--- src/rtl/mem_arbiter_if.sv ---
// Bundle of the two cache-side line ports and the shared external memory port.
// The slave modport is the arbiter's view; master is the caches/memory side.
interface mem_arbiter_if;
    logic         i_mem_read;
    logic         i_mem_write;
    logic [27:0]  i_mem_addr;
    logic [127:0] i_mem_wdata;
    logic [127:0] i_mem_rdata;
    logic         i_mem_ready;

    logic         d_mem_read;
    logic         d_mem_write;
    logic [27:0]  d_mem_addr;
    logic [127:0] d_mem_wdata;
    logic [127:0] d_mem_rdata;
    logic         d_mem_ready;

    logic         mem_read;
    logic         mem_write;
    logic [27:0]  mem_addr;
    logic [127:0] mem_wdata;
    logic [127:0] mem_rdata;
    logic         mem_ready;

    modport slave (
        input  i_mem_read, i_mem_write, i_mem_addr, i_mem_wdata,
        input  d_mem_read, d_mem_write, d_mem_addr, d_mem_wdata,
        input  mem_rdata, mem_ready,
        output i_mem_rdata, i_mem_ready, d_mem_rdata, d_mem_ready,
        output mem_read, mem_write, mem_addr, mem_wdata
    );

    modport master (
        output i_mem_read, i_mem_write, i_mem_addr, i_mem_wdata,
        output d_mem_read, d_mem_write, d_mem_addr, d_mem_wdata,
        output mem_rdata, mem_ready,
        input  i_mem_rdata, i_mem_ready, d_mem_rdata, d_mem_ready,
        input  mem_read, mem_write, mem_addr, mem_wdata
    );
endinterface

--- src/rtl/mem_arbiter.sv ---
// Round-robin arbiter sharing one line-wide memory port between the I- and D-cache,
// one full transaction at a time, with per-requester completion counters.
module mem_arbiter #(
    parameter int CNT_W = 16
) (
    input  logic             clk,
    input  logic             proc_reset,
    mem_arbiter_if.slave     bus,
    output logic [CNT_W-1:0] i_txn_cnt,
    output logic [CNT_W-1:0] d_txn_cnt,
    output logic [1:0]       state_o
);
    typedef enum logic [1:0] {IDLE, SERVE_I, SERVE_D, RELEASE} state_e;

    // Handshake: a cache raises read/write and holds it until its x_mem_ready
    // strobe; memory sees a held command until it returns a one-cycle mem_ready.
    state_e       state_q, state_d;
    logic         last_d_q, last_d_d;   // 1: the D-cache was served last
    logic         mem_read_q, mem_read_d;
    logic         mem_write_q, mem_write_d;
    logic [27:0]  mem_addr_q, mem_addr_d;
    logic [127:0] mem_wdata_q, mem_wdata_d;
    logic [CNT_W-1:0] i_cnt_q, i_cnt_d;
    logic [CNT_W-1:0] d_cnt_q, d_cnt_d;

    logic i_req, d_req, grant_i, grant_d;

    assign i_req   = bus.i_mem_read | bus.i_mem_write;
    assign d_req   = bus.d_mem_read | bus.d_mem_write;
    assign grant_i = i_req & (~d_req | last_d_q);
    assign grant_d = d_req & ~grant_i;

    always_ff @(posedge clk) begin
        if (proc_reset) begin
            state_q     <= IDLE;
            last_d_q    <= 1'b1;
            mem_read_q  <= 1'b0;
            mem_write_q <= 1'b0;
            mem_addr_q  <= '0;
            mem_wdata_q <= '0;
            i_cnt_q     <= '0;
            d_cnt_q     <= '0;
        end else begin
            state_q     <= state_d;
            last_d_q    <= last_d_d;
            mem_read_q  <= mem_read_d;
            mem_write_q <= mem_write_d;
            mem_addr_q  <= mem_addr_d;
            mem_wdata_q <= mem_wdata_d;
            i_cnt_q     <= i_cnt_d;
            d_cnt_q     <= d_cnt_d;
        end
    end

    always_comb begin
        state_d     = state_q;
        last_d_d    = last_d_q;
        mem_read_d  = mem_read_q;
        mem_write_d = mem_write_q;
        mem_addr_d  = mem_addr_q;
        mem_wdata_d = mem_wdata_q;
        i_cnt_d     = i_cnt_q;
        d_cnt_d     = d_cnt_q;
        case (state_q)
            IDLE: begin
                // Write wins when a requester raises both read and write.
                if (grant_i) begin
                    state_d     = SERVE_I;
                    mem_read_d  = bus.i_mem_read & ~bus.i_mem_write;
                    mem_write_d = bus.i_mem_write;
                    mem_addr_d  = bus.i_mem_addr;
                    mem_wdata_d = bus.i_mem_wdata;
                end else if (grant_d) begin
                    state_d     = SERVE_D;
                    mem_read_d  = bus.d_mem_read & ~bus.d_mem_write;
                    mem_write_d = bus.d_mem_write;
                    mem_addr_d  = bus.d_mem_addr;
                    mem_wdata_d = bus.d_mem_wdata;
                end
            end
            SERVE_I: begin
                if (bus.mem_ready) begin
                    state_d     = RELEASE;
                    last_d_d    = 1'b0;
                    i_cnt_d     = i_cnt_q + CNT_W'(1);
                    mem_read_d  = 1'b0;
                    mem_write_d = 1'b0;
                end
            end
            SERVE_D: begin
                if (bus.mem_ready) begin
                    state_d     = RELEASE;
                    last_d_d    = 1'b1;
                    d_cnt_d     = d_cnt_q + CNT_W'(1);
                    mem_read_d  = 1'b0;
                    mem_write_d = 1'b0;
                end
            end
            default: state_d = IDLE;
        endcase
    end

    // Completion strobe and read data pass straight through for the granted cache only.
    assign bus.i_mem_ready = (state_q == SERVE_I) & bus.mem_ready & ~proc_reset;
    assign bus.d_mem_ready = (state_q == SERVE_D) & bus.mem_ready & ~proc_reset;
    assign bus.i_mem_rdata = ((state_q == SERVE_I) && !proc_reset) ? bus.mem_rdata : '0;
    assign bus.d_mem_rdata = ((state_q == SERVE_D) && !proc_reset) ? bus.mem_rdata : '0;

    assign bus.mem_read  = mem_read_q;
    assign bus.mem_write = mem_write_q;
    assign bus.mem_addr  = mem_addr_q;
    assign bus.mem_wdata = mem_wdata_q;
    assign i_txn_cnt     = i_cnt_q;
    assign d_txn_cnt     = d_cnt_q;
    assign state_o       = state_q;
endmodule

--- src/flat_wrapper.sv ---
// flat-port wrapper written by rule: the top's interface ports become plain ports
module mem_arbiter_flat 
#(
    parameter int CNT_W = 16
)
  (clk, proc_reset, i_txn_cnt, d_txn_cnt, state_o, bus_i_mem_read, bus_i_mem_write, bus_i_mem_addr, bus_i_mem_wdata, bus_d_mem_read, bus_d_mem_write, bus_d_mem_addr, bus_d_mem_wdata, bus_mem_rdata, bus_mem_ready, bus_i_mem_rdata, bus_i_mem_ready, bus_d_mem_rdata, bus_d_mem_ready, bus_mem_read, bus_mem_write, bus_mem_addr, bus_mem_wdata);
  mem_arbiter_if bus_i ();
  input  logic clk;
  input  logic proc_reset;
  output logic [CNT_W-1:0] i_txn_cnt;
  output logic [CNT_W-1:0] d_txn_cnt;
  output logic [1:0] state_o;
  input wire logic [$bits(bus_i.i_mem_read)-1:0] bus_i_mem_read;
  input wire logic [$bits(bus_i.i_mem_write)-1:0] bus_i_mem_write;
  input wire logic [$bits(bus_i.i_mem_addr)-1:0] bus_i_mem_addr;
  input wire logic [$bits(bus_i.i_mem_wdata)-1:0] bus_i_mem_wdata;
  input wire logic [$bits(bus_i.d_mem_read)-1:0] bus_d_mem_read;
  input wire logic [$bits(bus_i.d_mem_write)-1:0] bus_d_mem_write;
  input wire logic [$bits(bus_i.d_mem_addr)-1:0] bus_d_mem_addr;
  input wire logic [$bits(bus_i.d_mem_wdata)-1:0] bus_d_mem_wdata;
  input wire logic [$bits(bus_i.mem_rdata)-1:0] bus_mem_rdata;
  input wire logic [$bits(bus_i.mem_ready)-1:0] bus_mem_ready;
  output wire logic [$bits(bus_i.i_mem_rdata)-1:0] bus_i_mem_rdata;
  output wire logic [$bits(bus_i.i_mem_ready)-1:0] bus_i_mem_ready;
  output wire logic [$bits(bus_i.d_mem_rdata)-1:0] bus_d_mem_rdata;
  output wire logic [$bits(bus_i.d_mem_ready)-1:0] bus_d_mem_ready;
  output wire logic [$bits(bus_i.mem_read)-1:0] bus_mem_read;
  output wire logic [$bits(bus_i.mem_write)-1:0] bus_mem_write;
  output wire logic [$bits(bus_i.mem_addr)-1:0] bus_mem_addr;
  output wire logic [$bits(bus_i.mem_wdata)-1:0] bus_mem_wdata;
  assign bus_i.i_mem_read = bus_i_mem_read;
  assign bus_i.i_mem_write = bus_i_mem_write;
  assign bus_i.i_mem_addr = bus_i_mem_addr;
  assign bus_i.i_mem_wdata = bus_i_mem_wdata;
  assign bus_i.d_mem_read = bus_d_mem_read;
  assign bus_i.d_mem_write = bus_d_mem_write;
  assign bus_i.d_mem_addr = bus_d_mem_addr;
  assign bus_i.d_mem_wdata = bus_d_mem_wdata;
  assign bus_i.mem_rdata = bus_mem_rdata;
  assign bus_i.mem_ready = bus_mem_ready;
  assign bus_i_mem_rdata = bus_i.i_mem_rdata;
  assign bus_i_mem_ready = bus_i.i_mem_ready;
  assign bus_d_mem_rdata = bus_i.d_mem_rdata;
  assign bus_d_mem_ready = bus_i.d_mem_ready;
  assign bus_mem_read = bus_i.mem_read;
  assign bus_mem_write = bus_i.mem_write;
  assign bus_mem_addr = bus_i.mem_addr;
  assign bus_mem_wdata = bus_i.mem_wdata;
  mem_arbiter #(.CNT_W(CNT_W)) u_core (.clk(clk), .proc_reset(proc_reset), .bus(bus_i), .i_txn_cnt(i_txn_cnt), .d_txn_cnt(d_txn_cnt), .state_o(state_o));
endmodule
--- config.mk ---
export PLATFORM = sky130hd
export DESIGN_NAME = mem_arbiter_flat
export DESIGN_NICKNAME = d
export VERILOG_FILES = /design/src/rtl/mem_arbiter_if.sv /design/src/rtl/mem_arbiter.sv /design/src/flat_wrapper.sv
export SDC_FILE = /design/constraint.sdc
export NUM_CORES = 1
export LEC_CHECK = 0
export BUFFER_PORTS_ARGS = -buffer_cell sky130_fd_sc_hd__buf_2
export CAP_MARGIN = 20
export CELL_PAD_IN_SITES_DETAIL_PLACEMENT = 1
export CELL_PAD_IN_SITES_GLOBAL_PLACEMENT = 1
export CORE_AREA = 8 8 344 346
export DETAILED_ROUTE_END_ITERATION = 7
export DIE_AREA = 0 0 352 354
export GPL_TIMING_DRIVEN = 0
export MAX_ROUTING_LAYER = met4
export PLACE_DENSITY_LB_ADDON = 0.1
export SETUP_SLACK_MARGIN = 0.02
export SLEW_MARGIN = 0
export SYNTH_ARGS = -nofsm -noshare
export SYNTH_HDL_FRONTEND = slang
export SYNTH_SLANG_ARGS = --single-unit
--- constraint.sdc ---
create_clock -name clk -period 2.38 [get_ports clk]
set_input_delay 0.238 -clock clk [delete_from_list [all_inputs] [get_ports clk]]
set_output_delay 0.238 -clock clk [all_outputs]
set_load 0.1 [all_outputs]
==> flow_metrics.env, run 1 <==
export IMPL_status="complete, no violations"
export IMPL_crit_buf_inv=5
export IMPL_grt_usage=0.136
export IMPL_core_um2=113000
export IMPL_fill_cells=13100
export IMPL_slowest_delay_ns=0.37
export IMPL_io_pins=897
export IMPL_clockBufferDepth=2
export IMPL_hold_violations=0
export IMPL_rows=124
export IMPL_start_util=0.0905
export IMPL_overflow=0
export IMPL_dieArea_um2=125000
export IMPL_dp_hpwl_um=72200
export IMPL_clk_pin_slew_ns=0.09
export IMPL_ys_seq_elements=193
export IMPL_p_leak_nw=10.1
export IMPL_cp_start_kind="flop"
export IMPL_die_w_um=352
export IMPL_slowest_stage="dfxtp_4"
export IMPL_grt_pass1_vias=14500
export IMPL_final_net_count=2592
export IMPL_fin_crit_ns=2.33
export IMPL_finalWirelength_um=86300
export IMPL_tightestPinTransition_ns=0.908
export IMPL_slew_headroom=0.394
export IMPL_grt_max_degree=19
export IMPL_max_cap_violations=0
export IMPL_path_cells="inv_4, ha_4, nor2b_4, buf_12, clkbuf_16, clkbuf_16, and2_4, buf_12"
export IMPL_yosysSeqAreaShare=0.377
export IMPL_grt_pass1_wl_um=118000
export IMPL_port_buffers=895
export IMPL_layout_commonest_cell="buf_2"
export IMPL_worst_ep_required_time_ns=2.14
export IMPL_vias_per_cell=3.46
export IMPL_cts_sinks=193
export IMPL_rsz0062_at_grt="true"
export IMPL_antenna_found_initial=23
export IMPL_finalCritPeriodShare=0.980
export IMPL_fin_skew_ns=0.0126
export IMPL_p_per_area_nw_per_um2=1320
export IMPL_finalNonFillerCells=3679
export IMPL_cts_buffers=17
export IMPL_syn_inst=1187
export IMPL_vias=12700
export IMPL_drt_iter0_drc=368
export IMPL_crit_arrival_ns=2.09
export IMPL_place_congestion=0.942
export IMPL_setup_viol_count_final=0
export IMPL_cp_depth=8
export IMPL_die_height_um=354
export IMPL_dr_pass1_iters=4
export IMPL_fmax_mhz=429
export IMPL_syn2layout_area_growth_pct=121
export IMPL_cts_tree="built"
export IMPL_wl_per_cell_um=23.5
export IMPL_final_layout_size_suffix_gt1_frac=0.615
export IMPL_final_area_um2=22700
export IMPL_synth_nets=1640
export IMPL_drc=0
export IMPL_crit_path_end_kind="primary output"
export IMPL_maxSlewViolCount=0
export IMPL_syn_avg_cell_area_um2=8.63
export IMPL_htree_levels=4
export IMPL_yosysWarnings=0
export IMPL_crit_type="flop to primary output"
export IMPL_ant_nets=0
export IMPL_placed_cells=3596
export IMPL_layout_common_cells="buf_2, buf_12, and2_4, dfxtp_1, nor2_1"
export IMPL_crit_family="buffers and inverters"
export IMPL_ys_types=41
export IMPL_place_area_um2=17100
export IMPL_worstHoldPathType="input port to flop"
export IMPL_vdd_drop_max_mv=0.547
export IMPL_syn_cell_area_um2=10200
export IMPL_reg2reg_depth=6
export IMPL_root_buffer="clkbuf_16"
export IMPL_whs_path_depth=3
export IMPL_critPathMaxFanout=7
export IMPL_clock_latency_ns=0.51
==> metal layers <==
metal	routed length, um	global-route usage	up-vias
met4	1330	0.0283	0
met5	0	-	-
met2	47900	0.261	547
met1	31400	0.134	6129
met3	5680	0.0435	59
li1	-	-	6007
==> metrics by stage <==
step / setup WS, ns / TNS, ns / power (mW) / utilization / hold WS (ns)
floorplan: -0.0398 / -0.0398 / 20.0 / - / 0.472
global placement: -1.29 / -292.61 / 24.6 / 0.151 / 0.468
detailed placement: -1.40 / -299.41 / 24.7 / 0.151 / 0.481
CTS: -0.0729 / -1.82 / 30.5 / 0.199 / 0.00291
global route: -0.0701 / -4.41 / 31.3 / 0.200 / 0.0369
finish: 0.0472 / 0 / 29.8 / 0.200 / 0.0660
==> synthesized netlist by cell type (all sizes together) <==
| cell type | number | area, um2 |
|---|---|---|
| nand2b | 2 | 12.5 |
| or2 | 1 | 6.26 |
| nor2 | 180 | 676 |
| a21boi | 1 | 7.51 |
| a221o | 1 | 10.0 |
| nand4 | 8 | 56.3 |
| clkbuf | 77 | 289 |
| a21oi | 14 | 70.1 |
| xor2 | 14 | 123 |
| nor4 | 4 | 25.0 |
| a22oi | 1 | 7.51 |
| a221oi | 1 | 8.76 |
| dfxtp | 193 | 3860 |
| and4 | 5 | 43.8 |
| a22o | 1 | 8.76 |
| o21ai | 6 | 30.0 |
| mux2i | 156 | 1560 |
| o21bai | 2 | 15.0 |
| nand2 | 19 | 71.3 |
| buf | 28 | 146 |
| xnor2 | 7 | 61.3 |
| inv | 6 | 22.5 |
| nor3b | 1 | 7.51 |
| nor2b | 6 | 37.5 |
| or4 | 4 | 33.8 |
| and3 | 1 | 6.26 |
| nor3 | 5 | 25.0 |
| mux2 | 1 | 11.3 |
| a31o | 2 | 17.5 |
| a211oi | 156 | 1170 |
| or3 | 4 | 25.0 |
| ha | 6 | 75.1 |
| and2 | 259 | 1620 |
| o31ai | 3 | 22.5 |
| or4b | 1 | 10.0 |
| nand3 | 11 | 60.1 |
==> sequential cells by signal, summed over array words and instances, names as in the netlist <==
register,cells
u_core.d_txn_cnt,16
u_core.bus.mem_write,1
u_core.last_d_q,1
u_core.bus.mem_wdata,128
u_core.i_txn_cnt,16
u_core.bus.mem_addr,28
u_core.bus.mem_read,1
u_core.state_o,2
==> final timing paths <==
check / from / to / slack (ns)
max: u_core.state_o[1] / bus_i_mem_rdata[63] / 0.05
min: bus_i_mem_wdata[24] / u_core.bus.mem_wdata[24] / 0.07
max reg2reg: u_core.last_d_q / u_core.bus.mem_addr[26] / 0.19
min reg2reg: u_core.bus.mem_wdata[82] / u_core.bus.mem_wdata[82] / 0.50
==> cell type report <==
cell class | instances | area, um2 | area share
repair buffers | 933 | 8590 | 0.379
clock inverters | 13 | 141 | 0.00624
multi-input cells | 883 | 6600 | 0.291
well taps | 1512 | 1890 | 0.0835
plain buffers | 105 | 1050 | 0.0463
diodes | 15 | 37.5 | 0.00166
clock buffers | 19 | 443 | 0.0195
inverters | 6 | 27.5 | 0.00121
flip-flops and latches | 193 | 3880 | 0.171
==> logic make-up (layout without fill, tap and decap cells) <==
kind of cell	count (synthesis)	after routing	share of synthesized area
AND/OR/NAND/NOR	511	511	0.265
flip-flops	193	193	0.377
AO/OA/AOI/OAI	188	188	0.134
multiplexers	157	157	0.154
buffers and inverters	111	1076	0.0447
XOR/XNOR	21	21	0.0180
adder cells (fa/ha/maj)	6	6	0.00733
other	0	15	0
==> where the power goes <==
group | switching (mW) | internal (mW)
registers | 0.640 | 4.40
logic | 16.6 | 5.08
clock network | 1.61 | 1.52
total | 18.8 | 11.0
==> worst reg2reg max path, delay by kind of cell, from the launching register on <==
| kind | cells | cell delay [ns] |
|---|---|---|
| AO/OA/AOI/OAI | 2 | 0.37 |
| buffers and inverters | 2 | 0.58 |
| flip-flops | 1 | 0.35 |
| multiplexers | 1 | 0.55 |
| AND/OR/NAND/NOR | 1 | 0.22 |
==> what timing repair did <==
item | in CTS | in global routing
gates cloned | 26 | 1
hold endpoints to repair | 1 | 0
pin swaps | 169 | 11
buffers inserted | 7 | 1
gates resized for setup | 1209 | 42
hold buffers | 1 | 0
setup endpoints to repair | 404 | 327
Note: power is estimated with default switching activity, not from simulation.
==> inputs of run 2 (changes only) <==
--- a/config.mk
+++ b/config.mk
@@ -15,6 +15,7 @@
 export GPL_TIMING_DRIVEN = 0
 export MAX_ROUTING_LAYER = met4
 export PLACE_DENSITY_LB_ADDON = 0.1
+export RECOVER_POWER = 50
 export SETUP_SLACK_MARGIN = 0.02
 export SLEW_MARGIN = 0
 export SYNTH_ARGS = -nofsm -noshare
==> flow_metrics.env, run 2 (same netlist as run 1, synthesis figures left out) <==
export IMPL_slew_headroom=0.126
export IMPL_critPathMaxFanout=5
export IMPL_comb_power_share=0.723
export IMPL_core_um2=113000
export IMPL_clock_latency_ns=0.51
export IMPL_cp_start_kind="flop"
export IMPL_vdd_drop_max_mv=0.548
export IMPL_cts_tree="built"
export IMPL_wl_per_cell_um=23.5
export IMPL_p_per_area_nw_per_um2=1320
export IMPL_fin_skew_ns=0.0145
export IMPL_p_int_mw=10.7
export IMPL_hp_start="bus_i_mem_wdata[24]"
export IMPL_fmax_mhz=428
export IMPL_cts_sinks=193
export IMPL_grt_usage=0.136
export IMPL_setup_viol_count_final=0
export IMPL_p_leak_nw=9.44
export IMPL_power_switching_mw=18.9
export IMPL_drt_iter0_drc=381
export IMPL_dieArea_um2=125000
export IMPL_crit_arrival_ns=2.10
export IMPL_finalWirelength_um=86300
export IMPL_die_height_um=354
export IMPL_worst_ep_required_time_ns=2.14
export IMPL_p_seq_frac=0.172
export IMPL_dr_pass1_iters=4
export IMPL_vias=12700
export IMPL_ant_nets=0
export IMPL_cts_buffers=17
export IMPL_worstHoldPathType="input port to flop"
export IMPL_p_sw_frac=0.638
export IMPL_maxSlewViolCount=0
export IMPL_largest_reg_flops=128
export IMPL_clockBufferDepth=2
export IMPL_die_w_um=352
export IMPL_tightestPinTransition_ns=1.32
export IMPL_antenna_found_initial=23
export IMPL_place_congestion=0.942
export IMPL_fin_crit_ns=2.33
export IMPL_timing_rr_start="u_core.last_d_q"
export IMPL_htree_levels=4
export IMPL_grt_max_degree=19
export IMPL_status="complete, no violations"
export IMPL_grt_pass1_vias=14500
export IMPL_crit_path_end_kind="primary output"
export IMPL_drc=0
export IMPL_layout_common_cells="buf_2, buf_12, and2_4, clkbuf_1, dfxtp_1"
export IMPL_start_util=0.0905
export IMPL_p_total_mw=29.6
export IMPL_layout_commonest_cell="buf_2"
export IMPL_grt_pass1_wl_um=118000
export IMPL_port_buffers=895
export IMPL_cp_startpoint="u_core.state_o[0]"
export IMPL_fin_setup_tns_ns=0
export IMPL_multi_input_area_um2=6600
export IMPL_final_net_count=2592
export IMPL_fill_cells=13100
export IMPL_hold_violations=0
export IMPL_vias_per_cell=3.46
export IMPL_final_seq_area_um2=3880
export IMPL_rows=124
export IMPL_crit_type="flop to primary output"
export IMPL_p_clk_frac=0.106
export IMPL_final_layout_size_suffix_gt1_frac=0.539
export IMPL_root_buffer="clkbuf_16"
export IMPL_overflow=0
export IMPL_max_cap_violations=0
export IMPL_syn2layout_area_growth_pct=119
export IMPL_clk_pin_slew_ns=0.09
export IMPL_rsz0062_at_grt="true"
export IMPL_dp_hpwl_um=72200
export IMPL_finalCritPeriodShare=0.981
export IMPL_io_pins=897
-- run 2: changes by cell type in the layout (fill, tap and decap cells not counted) --
cell,previous run,this run
buf_4,30,29
clkbuf_1,28,194
clkbuf_2,18,47
buf_1,5,3
buf_2,653,461
diode_2,15,16
-- run 2: repair_timing --
item,in CTS,in global routing
endpoints found under the hold margin,1,0
hold buffers,1,0
pin swaps,169,11
resized for setup,1209,42
cloned,26,1
setup buffers,7,1
endpoints found under the setup margin,404,327
-- run 2: critical path, stage by stage, from the launching register on --
cell       delay, ns
dfxtp_4         0.37
inv_4           0.06
ha_4            0.12
nor2b_4         0.18
buf_8           0.16
clkbuf_16       0.17
clkbuf_16       0.15
and2_4          0.17
buf_12          0.17
-- run 2: through the flow --
stage               worst slack, ns  std cells  area, um2   util  hold slack, ns
floorplan                   -0.0398       1187      10700      -           0.472
finish                       0.0453       3680      22500  0.199          0.0652
CTS                         -0.0729       3662      22500  0.199         0.00291
detailed placement            -1.40       3596      17100  0.151           0.481
global route                -0.0701       3670      22400  0.198          0.0369
global placement              -1.29       3594      17100  0.151           0.468
-- run 2: cell type report --
class	count	share of cell area
clock buffer	19	0.0197
timing repair buffer	933	0.373
sequential	193	0.173
buffer	105	0.0467
antenna	16	0.00178
clock inverter	13	0.00630
tap	1512	0.0842
multi-input combinational	883	0.294
inverter	6	0.00123
-- run 2: path summary, 6_finish.rpt --
check | slack [ns] | end | depth (start not counted)
max | 0.05 | bus_d_mem_rdata[106] | 8
min | 0.07 | u_core.bus.mem_wdata[24] | 3
max reg2reg | 0.19 | u_core.bus.mem_addr[26] | 6
min reg2reg | 0.50 | u_core.bus.mem_wdata[82] | 2
-- run 2: routing by layer --
metal  track usage  vias to the layer above  part of all wire
met1         0.134                     6119              0.36
met2         0.261                      555              0.55
met5             -                        -                 0
li1              -                     6011                 -
met3        0.0435                       61             0.065
met4        0.0283                        0             0.018
-- run 2: power groups by stage --
stage / logic [mW] / clock network [mW] / registers, mW
after floorplan: 6.58 / 0 / 13.4
after global placement: 19.5 / 0 / 5.09
after detailed placement: 19.6 / 0 / 5.13
after CTS: 22.0 / 3.37 / 5.08
after global routing: 22.3 / 3.42 / 5.25
final: 21.4 / 3.12 / 5.07
